$ cat config.mk
export PLATFORM = sky130hd
export DESIGN_NAME = wb_reg_slice
export DESIGN_NICKNAME = d
export VERILOG_FILES = /design/src/rtl/wb_reg_slice.sv
export SDC_FILE = /design/constraint.sdc
export NUM_CORES = 1
export LEC_CHECK = 0
export CAP_MARGIN = 20
export CORE_UTILIZATION = 42
export DETAILED_ROUTE_END_ITERATION = 7
export PLACE_DENSITY = 0.9
export SYNTH_ARGS = -nofsm -noshare
export SYNTH_HDL_FRONTEND = slang
export SYNTH_SLANG_ARGS = --single-unit
$ cat constraint.sdc
create_clock -name clk_i -period 2.15 [get_ports clk_i]
set_input_delay 0.3225 -clock clk_i [delete_from_list [all_inputs] [get_ports clk_i]]
set_output_delay 0.3225 -clock clk_i [all_outputs]
set_load 0.03 [all_outputs]
$ cat src/rtl/wb_reg_slice.sv
// Wishbone register slice for one slave port of the interconnect.
// The request path is always registered. The response path is either
// registered (RSP_REG=1) or passed straight through (RSP_REG=0).
// Only one transaction is in flight at a time. A stalled slave is
// cut off by a per-transaction timeout, which returns an error to the
// master. If the master drops cyc mid-transfer, the slave transfer
// still finishes, but its response is suppressed.
module wb_reg_slice #(
  parameter int DW      = 32,
  parameter int AW      = 32,
  parameter int TW      = 2,
  parameter int RSP_REG = 1,
  parameter int TIMEOUT = 255
) (
  input  logic            clk_i,
  input  logic            rst_n,
  input  logic [DW-1:0]   m_wb_dat_i,
  input  logic [AW-1:0]   m_wb_adr_i,
  input  logic [DW/8-1:0] m_wb_sel_i,
  input  logic            m_wb_we_i,
  input  logic            m_wb_cyc_i,
  input  logic            m_wb_stb_i,
  input  logic [TW-1:0]   m_wb_tid_i,
  output logic [DW-1:0]   m_wb_dat_o,
  output logic            m_wb_ack_o,
  output logic            m_wb_err_o,
  input  logic [DW-1:0]   s_wb_dat_i,
  input  logic            s_wb_ack_i,
  input  logic            s_wb_err_i,
  output logic [DW-1:0]   s_wb_dat_o,
  output logic [AW-1:0]   s_wb_adr_o,
  output logic [DW/8-1:0] s_wb_sel_o,
  output logic            s_wb_we_o,
  output logic            s_wb_cyc_o,
  output logic            s_wb_stb_o,
  output logic [TW-1:0]   s_wb_tid_o,
  output logic            busy_o,
  output logic            timeout_o
);

  // The counter is kept at least one bit wide so that TIMEOUT=0 still
  // elaborates. In that case the counter is never compared.
  localparam int CW = (TIMEOUT > 0) ? $clog2(TIMEOUT + 1) : 1;
  localparam logic [CW-1:0] TO_LAST = CW'((TIMEOUT > 0) ? TIMEOUT - 1 : 0);

  typedef enum logic [1:0] {
    IDLE = 2'd0,
    REQ  = 2'd1,
    RSP  = 2'd2
  } state_t;

  state_t          state_reg;
  logic [CW-1:0]   cnt_reg;
  logic            abort_reg;
  logic            rsp_ack_reg;
  logic            rsp_err_reg;
  logic [DW-1:0]   rsp_dat_reg;

  logic            slave_done;
  logic            slave_ack_only;
  logic            abort_next;
  logic            timeout_hit;

  assign slave_done     = s_wb_ack_i | s_wb_err_i;
  // An error wins when the slave raises ack and err together.
  assign slave_ack_only = s_wb_ack_i & ~s_wb_err_i;
  // Abort state as it will be after this edge. This lets a cyc drop
  // that lands on the completion edge still suppress the registered
  // response.
  assign abort_next     = abort_reg | ~m_wb_cyc_i;

  generate
    if (TIMEOUT > 0) begin : g_timeout
      assign timeout_hit = (cnt_reg == TO_LAST);
    end else begin : g_no_timeout
      assign timeout_hit = 1'b0;
    end
  endgenerate

  // Transaction FSM: capture the request, hold it toward the slave,
  // then complete through the optional response cycle.
  always_ff @(posedge clk_i or negedge rst_n) begin
    if (!rst_n) begin
      state_reg   <= IDLE;
      cnt_reg     <= '0;
      abort_reg   <= 1'b0;
      rsp_ack_reg <= 1'b0;
      rsp_err_reg <= 1'b0;
      rsp_dat_reg <= '0;
      s_wb_dat_o  <= '0;
      s_wb_adr_o  <= '0;
      s_wb_sel_o  <= '0;
      s_wb_we_o   <= 1'b0;
      s_wb_cyc_o  <= 1'b0;
      s_wb_stb_o  <= 1'b0;
      s_wb_tid_o  <= '0;
      timeout_o   <= 1'b0;
    end else begin
      timeout_o <= 1'b0;
      case (state_reg)
        IDLE: begin
          rsp_ack_reg <= 1'b0;
          rsp_err_reg <= 1'b0;
          rsp_dat_reg <= '0;
          if (m_wb_stb_i && m_wb_cyc_i) begin
            s_wb_dat_o <= m_wb_dat_i;
            s_wb_adr_o <= m_wb_adr_i;
            s_wb_sel_o <= m_wb_sel_i;
            s_wb_we_o  <= m_wb_we_i;
            s_wb_tid_o <= m_wb_tid_i;
            s_wb_cyc_o <= 1'b1;
            s_wb_stb_o <= 1'b1;
            cnt_reg    <= '0;
            abort_reg  <= 1'b0;
            state_reg  <= REQ;
          end
        end

        REQ: begin
          if (!m_wb_cyc_i) begin
            abort_reg <= 1'b1;
          end
          if (slave_done) begin
            // A slave response takes priority over a timeout on the same edge.
            s_wb_dat_o <= '0;
            s_wb_adr_o <= '0;
            s_wb_sel_o <= '0;
            s_wb_we_o  <= 1'b0;
            s_wb_cyc_o <= 1'b0;
            s_wb_stb_o <= 1'b0;
            s_wb_tid_o <= '0;
            if (RSP_REG != 0) begin
              rsp_ack_reg <= slave_ack_only & ~abort_next;
              rsp_err_reg <= s_wb_err_i & ~abort_next;
              rsp_dat_reg <= (slave_ack_only && !abort_next) ? s_wb_dat_i : '0;
              state_reg   <= RSP;
            end else begin
              state_reg   <= IDLE;
            end
          end else if (timeout_hit) begin
            s_wb_dat_o  <= '0;
            s_wb_adr_o  <= '0;
            s_wb_sel_o  <= '0;
            s_wb_we_o   <= 1'b0;
            s_wb_cyc_o  <= 1'b0;
            s_wb_stb_o  <= 1'b0;
            s_wb_tid_o  <= '0;
            timeout_o   <= 1'b1;
            rsp_ack_reg <= 1'b0;
            rsp_err_reg <= ~abort_next;
            rsp_dat_reg <= '0;
            state_reg   <= RSP;
          end else if (cnt_reg != {CW{1'b1}}) begin
            cnt_reg <= cnt_reg + 1'b1;
          end
        end

        RSP: begin
          // Never capture here. A strobe still held from the finished
          // transfer must not start a second one.
          rsp_ack_reg <= 1'b0;
          rsp_err_reg <= 1'b0;
          rsp_dat_reg <= '0;
          state_reg   <= IDLE;
        end

        default: begin
          state_reg <= IDLE;
        end
      endcase
    end
  end

  // Response mux: straight from the slave while in REQ when unregistered,
  // otherwise from the response registers, which are zero outside RSP.
  always_comb begin
    m_wb_ack_o = rsp_ack_reg;
    m_wb_err_o = rsp_err_reg;
    m_wb_dat_o = rsp_dat_reg;
    if (RSP_REG == 0 && state_reg == REQ) begin
      m_wb_ack_o = slave_ack_only & ~abort_reg;
      m_wb_err_o = s_wb_err_i & ~abort_reg;
      m_wb_dat_o = s_wb_dat_i;
    end
  end

  assign busy_o = (state_reg != IDLE);

endmodule
---- After elaboration in Yosys (flattened, before gate mapping) ----
Cells that the tools add are included.
cells by class
  add/subtract/negate cells ............... 1
  equal/unequal tests ..................... 10
  mux-type cells .......................... 43
  bitwise operators ....................... 8
  reductions and logical operators ........ 13
operators by type and width
  kind                                                              count
  32-bit 2-to-1 mux                                                 6
  32-bit case mux with 2 select lines                               3
  8-bit 2-to-1 mux                                                  4
  8-bit case mux with 2 select lines                                1
  1-bit 2-to-1 mux                                                  12
  2-bit 2-to-1 mux                                                  6
  4-bit 2-to-1 mux                                                  3
  2-bit inequality test (second input constant)                     5
  1-bit case mux with 2 select lines                                5
  8-bit by 1-bit adder with 8-bit output (second input constant)    1
  8-bit == test (second input constant)                             1
  8-bit inequality test (second input constant)                     1
  2-bit case mux with 2 select lines                                2
  4-bit case mux with 2 select lines                                1
  3-bit AND reduction                                               2
  2-bit nonzero test                                                3
  5-bit AND reduction                                               1
  2-bit AND reduction                                               2
  1-bit AND                                                         3
  3-bit inequality test (second input constant)                     1
  1-bit inverter                                                    3
  2-bit by 1-bit == test with 1-bit output (second input constant)  1
  2-bit == test (second input constant)                             1
  1-bit logical AND                                                 2
  4 further kinds                                                   5
word-level totals
  bits in registers ....................... 118

---- Logic depth before layout (Yosys ltp) ----
Gate-level depths: netlist of the first run.
  word-level depth ........................ 7
  gate-level depth with buffers ........... 6
  gate-level depth less buffers ........... 5

---- Worst setup path after synthesis of the first run ----
Ideal clock, no wire load.
  path type ............................... reg-to-reg
  start point ............................. register state_reg[1]
  end point ............................... register cnt_reg[7]
  library setup time ...................... 131 ps
  data arrival time ....................... 1531 ps
  path slack .............................. 488 ps
  cell stages (with the launch flop) ...... 5
  buffers on the path ..................... 0
  clock period less this slack ............ 1662 ps
  path through ............................ dfrtp_1 > nor4b_4 > nor2_2 > o311a_1 > or3_1
between the ends
  cells in the longest elaborated chain, start to end .. 3
RTL lines
  element                                                                               RTL line  text
  start: declaration                                                                    52        state_t state_reg;
  start signal: assignment                                                              84        state_reg <= IDLE;
  start signal: assignment                                                              115       state_reg <= REQ;
  start signal: assignment                                                              136       state_reg <= RSP;
  2-bit by 1-bit == test with 1-bit output / 2-bit logical NOT (equally long branches)  100       case (state_reg)
  2-bit inequality test (no source line) / 2-bit nonzero test (equally long branches)   -
  5-bit AND reduction (no source line)                                                  -
  end signal: assignment                                                                154       cnt_reg <= cnt_reg + 1'b1;
  end: declaration                                                                      53        logic [CW-1:0] cnt_reg;
Several ways; a longest one is shown, not always the timed one.
A chain may end at the register's enable or synchronous reset.

---- Final worst setup path of the first run ----
  start point ............................. register state_reg[1]
  end point ............................... output port busy_o
between the ends
  cells in the longest elaborated chain, start to end .. 1
RTL lines
  element             RTL line  text
  2-bit nonzero test  187       assign busy_o = (state_reg != IDLE);
  end: declaration    37        output logic busy_o,
Every way passes these cells.

==> impl_metrics.yaml, run 1 <==
routing:
  drt_iter0_drc: 381
  drt_first_pass_iters: 6
  vias: 4402
  routed_via_density: 5.23
  wl_met3_um: 1020
  met2WireLength_um: 7100
  drc: 0
  highest-signal-layer: "met4"
  wl_met1_um: 5610
  wl_um: 14200
  routedWlPerCell_um: 16.8
  ant_nets: 0
clock_tree:
  htreeDepth: 4
  cts-root-buf: "clkbuf_16"
  cts_tree: "done"
  clock_path_buffers: 2
  clock_sinks: 118
  cts_made_buffers: 17
  clkSlewWorstSetupHoldPaths_ps: 50
  clk_latency_ps: 410
setup_path:
  arrival_ps: 1580
  path_buf_inv: 1
  worst_ep_required_time_ps: 1830
  slowest_stage: "dfrtp_1"
  critical-path-top-delay-family: "flip-flops"
  crit_path_max_incr_delay_ps: 480
  path_class: "flop to output pin"
  crit_chain: "or2_2, dlygate4sd2_1"
  cp-end-kind: "output pin"
  setup.worst_path.start_class: "flop"
  crit_path_max_fanout: 9
placement:
  place_hpwl_um: 9610
  io_buffers: 217
  gp_congestion: 0.913
synthesis:
  syn_nets: 580
  ys.flop_type: "dfrtp_1"
  yosysUniqueCellTypes: 42
  ys_seq_area_frac: 0.618
  synth_cells: 469
  avgSynthCellArea_um2: 10.2
  ys_ff_latch: 118
  ys_warn_count: 0
  syn-cell-area_um2: 4780
  synth_edf_count: 0
  postSynth.asyncResetShare: 1.00
sta:
  hold_viol: 0
  finalSetupViolCount: 0
  max_freq_mhz: 527
  fin_crit_ps: 1900
  tns_ps: 0
  worst_slew_pin_slew_ps: 480
  slew_headroom: 0.680
  min_period_over_period: 0.883
  clock-skew-final_ps: 13.6
  rsz0062_at_grt: "false"
  maxSlewViolCount: 0
final_layout:
  final_common_cell: "clkdlybuf4s50_1"
  layout_common_cells: "clkdlybuf4s50_1 (215), nand2_1 (150), dfrtp_1 (118)"
  drive_gt1_frac: 0.0770
  nFillCells: 747
  antenna_cells: 0
  utilization: 0.712
  syn_to_final_growth_pct: 63.7
  final_nets: 799
floorplanning:
  dieHeight_um: 109
  fp.coreArea_um2: 11000
  dieArea_um2: 11800
  rows: 38
  start_util: 0.435
  dieWidth_um: 109
  pin_count: 218
pwr:
  p_per_area_nw_per_um2: 978
  p_int_mw: 5.43
  pwr-share-clk: 0.408
  seqPwrFrac: 0.348
  p_sw_frac: 0.290
  power.switching_mw: 2.22
  ir_drop_v: 0.000479
  p_leak_nw: 3.43
  combPwrFrac: 0.244
outcome:
  status: "finished clean"
job:
  drv_cap: 0
grt:
  grt_max_degree: 75
  grt_first_pass_wirelength_um: 21800
  grt_antenna_before_repair: 0
  grt_pass1_vias: 4427
  grt_usage: 0.244
  overflow: 0
min_path:
  hold_path.class: "input port to async pin"
==> layer usage <==
layer	vias to the layer above	global-route usage
met3	33	0.0634
li1	2041	-
met5	-	0
met1	2124	0.283
met2	204	0.424
met4	0	0.113
==> final cells by class <==
class                   instances  area [um2]  share of cell area
flip-flops and latches        118        2950               0.377
repair buffers                233        2350               0.301
multi-input cells             316        1680               0.215
clock buffers                  20         457              0.0584
clock inverters                12         199              0.0254
well taps                     140         175              0.0224
inverters                       2        7.51            0.000960
==> Yosys cell counts, types with 3 or more instances <==
library cell	n	area (um2)
buf_4	5	37.5
and3_1	4	25.0
a21oi_1	76	380
nor2_1	11	41.3
clkbuf_1	6	22.5
a22o_1	32	280
o221ai_1	3	26.3
buf_1	5	18.8
dfrtp_1	118	2950
buf_2	17	85.1
o21ai_1	3	15.0
o21ai_0	3	15.0
nand2_1	150	563
==> path summary, 6_finish.rpt <==
kind	from	end	slack, ps	cells after the start
max in group asynchronous	rst_n	s_wb_adr_o[5]	1120	3
min	rst_n	s_wb_adr_o[25]	400	2
min reg2reg	m_wb_ack_o	m_wb_ack_o	490	1
max	state_reg[1]	busy_o	250	2
max reg2reg	cnt_reg[0]	cnt_reg[1]	330	5
min in group clk_i	m_wb_dat_i[25]	s_wb_dat_o[25]	450	3
==> cells by family after synthesis <==
group	count (synthesis)	share of synthesized area
and+or+nand+nor	183	0.166
AOI/OAI and AO/OA	128	0.168
DFF	118	0.618
buffers and inverters	35	0.0359
muxes	3	0.00681
adders and majority gates	2	0.00523
==> repair_timing <==
action,4_1_cts,5_1_grt
hold buffers,1,0
buffers inserted,0,0
resized for setup,1,0
endpoints found under the setup margin,1,0
endpoints found under the hold margin,30,0
==> power by group through the flow <==
stage	registers [mW]	logic, mW	clock network [mW]
finish	2.66	1.87	3.12
detailed placement	2.70	1.87	0
global route	2.69	1.99	3.26
floorplan	3.20	0.417	0
CTS	2.66	1.88	3.16
global placement	2.68	1.83	0
==> worst register-to-register path, delay by kind of cell, from the launching register on <==
kind	cells	cell delay [ps]
adders and majority gates	1	290
AOI/OAI and AO/OA	2	420
and+or+nand+nor	1	220
muxes	1	330
DFF	1	450
==> stage by stage <==
step	cells	hold WS [ps]	instance area [um2]	setup slack, ps	power, mW
after global placement	808	283	7160	81.6	4.51
after global routing	841	419	7820	201	7.94
after CTS	841	397	7820	232	7.71
after detailed placement	808	282	7160	27.8	4.57
after floorplan	469	26.9	4780	488	3.62
final	841	396	7820	252	7.65
(Power assumes the default switching activity.)
==> inputs of run 2 (changes only) <==
Settings changed: CORE_ASPECT_RATIO set to 0.8, CTS_CLUSTER_SIZE set to 10.
==> run 2 against run 1 <==
  * Design area about the same
  * Critical path type unchanged
  * Via count down 0.66%
  * Wire length down 0.88%
  * Sequential power about the same
  * Utilization about the same
  * Final cell count up 0.59%
==> impl_metrics.yaml, run 2 (synthesized netlist as in run 1, its figures left out) <==
setup_path:
  crit_path_max_fanout: 9
  setup.worst_path.start_class: "flop"
  path_class: "flop to output pin"
  rrSetupSlack_ps: 330
  rr_endpoint: "cnt_reg[7]"
  arrival_ps: 1600
  ff2ff_path_depth: 4
  cp-end-kind: "output pin"
  crit_path_max_incr_delay_ps: 500
  worst_ep_required_time_ps: 1830
  crit_chain: "or2_2, dlygate4sd2_1"
  slowest_stage: "dfrtp_1"
  r2r-start: "state_reg[0]"
floorplanning:
  dieHeight_um: 97.4
  dieArea_um2: 11800
  pin_count: 218
  dieWidth_um: 121
  rows: 34
  fp.coreArea_um2: 11000
  start_util: 0.435
sta:
  min_period_over_period: 0.893
  worst_slew_pin_slew_ps: 477
  holdWs_ps: 362
  maxSlewViolCount: 0
  max_freq_mhz: 521
  finalSetupViolCount: 0
  tns_ps: 0
  layout_setup_ws_ps: 229
  slew_headroom: 0.682
  clock-skew-final_ps: 9.00
  rsz0062_at_grt: "false"
  hold_viol: 0
  fin_crit_ps: 1920
clock_tree:
  htreeDepth: 4
  cts_made_buffers: 17
  clk_latency_ps: 410
  cts-root-buf: "clkbuf_16"
  clock_path_buffers: 2
  clock_sinks: 118
  cts_tree: "done"
  clkSlewWorstSetupHoldPaths_ps: 60
placement:
  dp.cells: 813
  io_buffers: 217
  dp_slack_ps: 57.4
  gp_congestion: 0.863
  place_hpwl_um: 9620
final_layout:
  syn_to_final_growth_pct: 63.6
  layout_common_cells: "clkdlybuf4s50_1 (215), nand2_1 (150), dfrtp_1 (118)"
  antenna_cells: 0
  drive_gt1_frac: 0.0769
  final_nets: 800
  final_common_cell: "clkdlybuf4s50_1"
  final_cells: 846
routing:
  wl_um: 14000
  drc: 0
  routed_via_density: 5.17
  ant_nets: 0
  routedWlPerCell_um: 16.6
  drt_iter0_drc: 308
  drt_first_pass_iters: 5
  vias: 4373
grt:
  use_met1: 0.309
  busiest_layer: "met2"
  grt_usage: 0.248
  grt_use_met2: 0.405
  grt_antenna_before_repair: 0
  grt_first_pass_wirelength_um: 22300
  use_met3: 0.0675
  overflow: 0
  grt_max_degree: 75
  grt_pass1_vias: 4383
pwr:
  p_leak_nw: 3.43
  p_per_area_nw_per_um2: 970
  ir_drop_v: 0.000501
  power_mw: 7.58
min_path:
  hold_path.class: "input port to async pin"
job:
  drv_cap: 0
outcome:
  status: "finished clean"
run 2: repair_timing:
item / in CTS / in global routing
resized for setup: 1 / 0
buffers inserted: 0 / 0
hold endpoints to repair: 19 / 0
endpoints found under the setup margin: 1 / 0
hold buffers: 1 / 0
run 2: critical path: cells and delay by family, from the launching register on:
kind                   cells  cell delay [ps]
flip-flops                 1              500
buffers and inverters      1              350
AND/OR/NAND/NOR            1              350
run 2: stage by stage:
stage / util / instance area [um2]
2_1_floorplan: - / 4780
6_report: 0.712 / 7820
4_1_cts: 0.712 / 7820
5_1_grt: 0.712 / 7820
3_3_place_gp: 0.653 / 7170
3_5_place_dp: 0.653 / 7170
run 2: power breakdown:
part	switching [mW]	total, mW	leakage [nW]	internal, mW
clock	0.995	3.05	0.303	2.05
combinational	1.05	1.87	1.55	0.820
sequential	0.170	2.67	1.58	2.50
run 2: worst max path at each step:
stage	slack [ps]	startpoint	depth (start not counted)	endpoint
floorplan	490	state_reg[1]	4	cnt_reg[7]
global placement	80	s_wb_err_i	5	cnt_reg[1]
detailed placement	60	s_wb_err_i	5	cnt_reg[1]
CTS	220	state_reg[1]	2	busy_o
global route	170	state_reg[1]	2	busy_o
finish	230	state_reg[1]	2	busy_o
run 2: layer usage:
| layer | up-vias | wire length [um] | share of wire |
|---|---|---|---|
| li1 | 2046 | - | - |
| met1 | 2106 | 5760 | 0.41 |
| met2 | 204 | 6970 | 0.50 |
| met3 | 17 | 1080 | 0.077 |
| met4 | 0 | 226 | 0.016 |
| met5 | - | 0 | 0 |
run 2: layout make-up:
class,instances,area (um2)
Fill cell,770,3160
Clock buffer,19,433
Tap cell,144,180
Clock inverter,13,205
Timing Repair Buffer,234,2360
Multi-Input combinational cell,316,1680
Inverter,2,7.51
Sequential cell,118,2950
==> edit, RTL diff (config.mk and constraints of run 2) <==
Encoding of `state_t`: now one-hot (3 bits for 3 states).
--- a/src/rtl/wb_reg_slice.sv
+++ b/src/rtl/wb_reg_slice.sv
@@ -45,6 +45,6 @@
 
-  typedef enum logic [1:0] {
-    IDLE = 2'd0,
-    REQ  = 2'd1,
-    RSP  = 2'd2
+  typedef enum logic [2:0] {
+    IDLE = 3'b001,
+    REQ  = 3'b010,
+    RSP  = 3'b100
   } state_t;
Function: same outputs for any inputs over 10 cycles, from zero or initial values and one cycle with rst_n low; not proved beyond that.
==> edit against run 2 <==
Non-clock buffer count grew 4; area after synthesis grew 2.4%; first-iteration DRC count shrank 58%; sequential cell count grew 1; setup slack lost 0.17 ns; cell area grew 0.83%; worst hold slack lost 0.0036 ns; via count shrank 11%; count of clock-buffer cells in the layout grew 2; routed wire length shrank 7.3%; power grew 7.3%; highest routed layer unchanged.
==> edit: results (changes against run 2) <==
The run finished with clean final reports. The Yosys warning count came out at 0 (unchanged). The post-detailed-placement half-perimeter wirelength came out at 9164 um (-4.8%). The final design utilization came out at 0.7101 (-0.002328). The number of antenna diodes came out at 0 (unchanged). The arrival time at the worst endpoint came out at 2.36 ns (+0.76 ns).

By area the synthesized netlist is led by dfrtp_1 (60%), a22o_1 (13%), mux2i_1 (6.5%), nand2_1 (2.8%), inv_1 (2.7%). The final net count came to 726 (-9.3%). The post-synthesis area per instance came to 12.71 um^2 (+25%). The total nets after synthesis came to 496 (-14%).

The distinct cell type count of the synthesized netlist is 47 (+12%). The final worst clock skew was 0.01121 ns (+0.002213 ns). The worst reg2reg path endpoint is cnt_reg[1]$_DFFE_PN0P_. The pin count of the biggest net entering global routing came to 50 (-33%). The met2 demand-to-capacity share in global routing came out at 0.3786 (-0.02671). The fraction of final layout cells sized beyond drive strength 1 came out at 0.1067 (+0.02976). The peak fanout along the critical path came out at 6 (-3). The leakage power summed over all cells is 3.552 nW (+3.7%). The placed instance count is 736 (-9.5%). The origin of the critical flop-to-flop path is state_reg[0]$_DFFE_PN1P_. The worst ir drop on vdd came out at 662.0 uV (+32%). The clock network latency to the later pin of the worst-skew pair came out at ~0.4 ns. The critical path is of the reg -> reg type. The placer's final routability congestion estimate came to 0.8708 (+0.86%). The met1 demand-to-capacity share in global routing is 0.2771 (-0.03213).

The first-pass iteration count of the detailed router came to 5 (unchanged). The number of port buffers came out at 217 (unchanged). The sequential area share after synthesis came to 0.6090 (-0.008850).

The met3 demand-to-capacity share in global routing was 0.06424 (-0.003252). The H-tree depth reported by CTS is 4 (unchanged). The async set or reset register ratio after synthesis came to 1.000 (unchanged). Following the worst setup path forward leads to its endpoint at cnt_reg[1]$_DFFE_PN0P_. The count of fill cells added during filler insertion came out at 722 (-6.2%). The area after detailed placement is 7223 um^2 (+0.72%). The total global-route track usage came to 0.2236 (-0.02424). Sorting the synthesized cells by how often they occur yields dfrtp_1 (118), a22o_1 (71), nand2_1 (36). The via count of the first global-routing pass is 4099 (-6.5%). The cell depth of the worst flop-to-flop path came out at 5 (+1). The setup slack on the worst flop-to-flop path is 0.06 ns (-0.27 ns).

The worst slew slack as a fraction of its limit is 0.7601 (+0.07786). The number of standard cells in the final layout excluding fillers came out at 772 (-8.7%). The number of clock buffers inserted by TritonCTS came out at 17 (unchanged).

The number of violations reported at the end of detailed-routing iteration 0 is 128 (-58%). The post-detailed-route via-to-cell ratio is 5.039 (-2.5%). The post-detailed-routing wire length came out at 13000 um (-7.3%).

The global-route wire length before repair came out at 20560 um (-7.8%).
-- edit: final cells by class --
class,instances,area share
flip-flops and latches,119,0.3779
well taps,144,0.02285
clock buffers,21,0.05586
clock inverters,11,0.02206
repair buffers,238,0.3052
inverters,35,0.01666
multi-input cells,204,0.1995
-- edit: per-stage QoR --
step	hold slack [ns]	setup WS, ns	power (mW)
floorplan	0.02691	0.1393	4.088
global placement	0.2228	0.1121	5.161
detailed placement	0.2225	0.05690	5.206
CTS	0.3495	0.02982	8.195
global route	0.3504	0.03704	8.461
finish	0.3584	0.05561	8.138
-- edit: worst min-delay path by stage --
stage,start,endpoint,cells after the start
CTS,rst_n,m_wb_dat_o[29]$_DFFE_PN0P_,2
floorplan,rst_n,abort_reg$_DFFE_PN0P_,0
global placement,rst_n,m_wb_dat_o[27]$_DFFE_PN0P_,1
finish,rst_n,m_wb_dat_o[27]$_DFFE_PN0P_,2
global route,rst_n,m_wb_dat_o[27]$_DFFE_PN0P_,2
detailed placement,rst_n,m_wb_dat_o[29]$_DFFE_PN0P_,1
-- edit: what timing repair did --
action | 4_1_cts | 5_1_grt
resized for setup | 3 | 0
hold endpoints to repair | 17 | 0
gates cloned | 0 | 0
buffers inserted | 0 | 3
setup endpoints to repair | 1 | 22
hold buffers | 1 | 0
-- edit: routing by layer --
layer  up-vias  share of wire  routed length [um]
li1       1808              -                   -
met1      1882           0.44                5682
met2       185           0.49                6316
met3        15          0.065                 850
met4         0          0.012                 154
met5         -              0                   0
-- edit: cells by family (layout without fill, tap and decap cells) --
logic type | after synthesis | after routing | share of synthesized area
muxes | 35 | 35 | 0.07315
xor gates and xnor gates | 2 | 2 | 0.003581
buffers and inverters | 62 | 305 | 0.07264
adders and majority gates | 2 | 2 | 0.005114
and+or+nand+nor | 66 | 66 | 0.06522
DFF | 119 | 119 | 0.6090
AOI/OAI and AO/OA | 99 | 99 | 0.1714
-- edit: where the power goes --
| group | leakage, nW | internal [mW] | switching [mW] |
|---|---|---|---|
| Combinational | 1.70 | 1.13 | 1.24 |
| Sequential | 1.55 | 2.60 | 0.241 |
| Clock | 0.300 | 1.95 | 0.980 |
-- edit: critical path, stage by stage, from the launching register on --
cell,delay (ns)
dfstp_2,0.55
or3b_2,0.48
buf_4,0.17
or2_2,0.33
o21ai_4,0.11
mux2_4,0.32
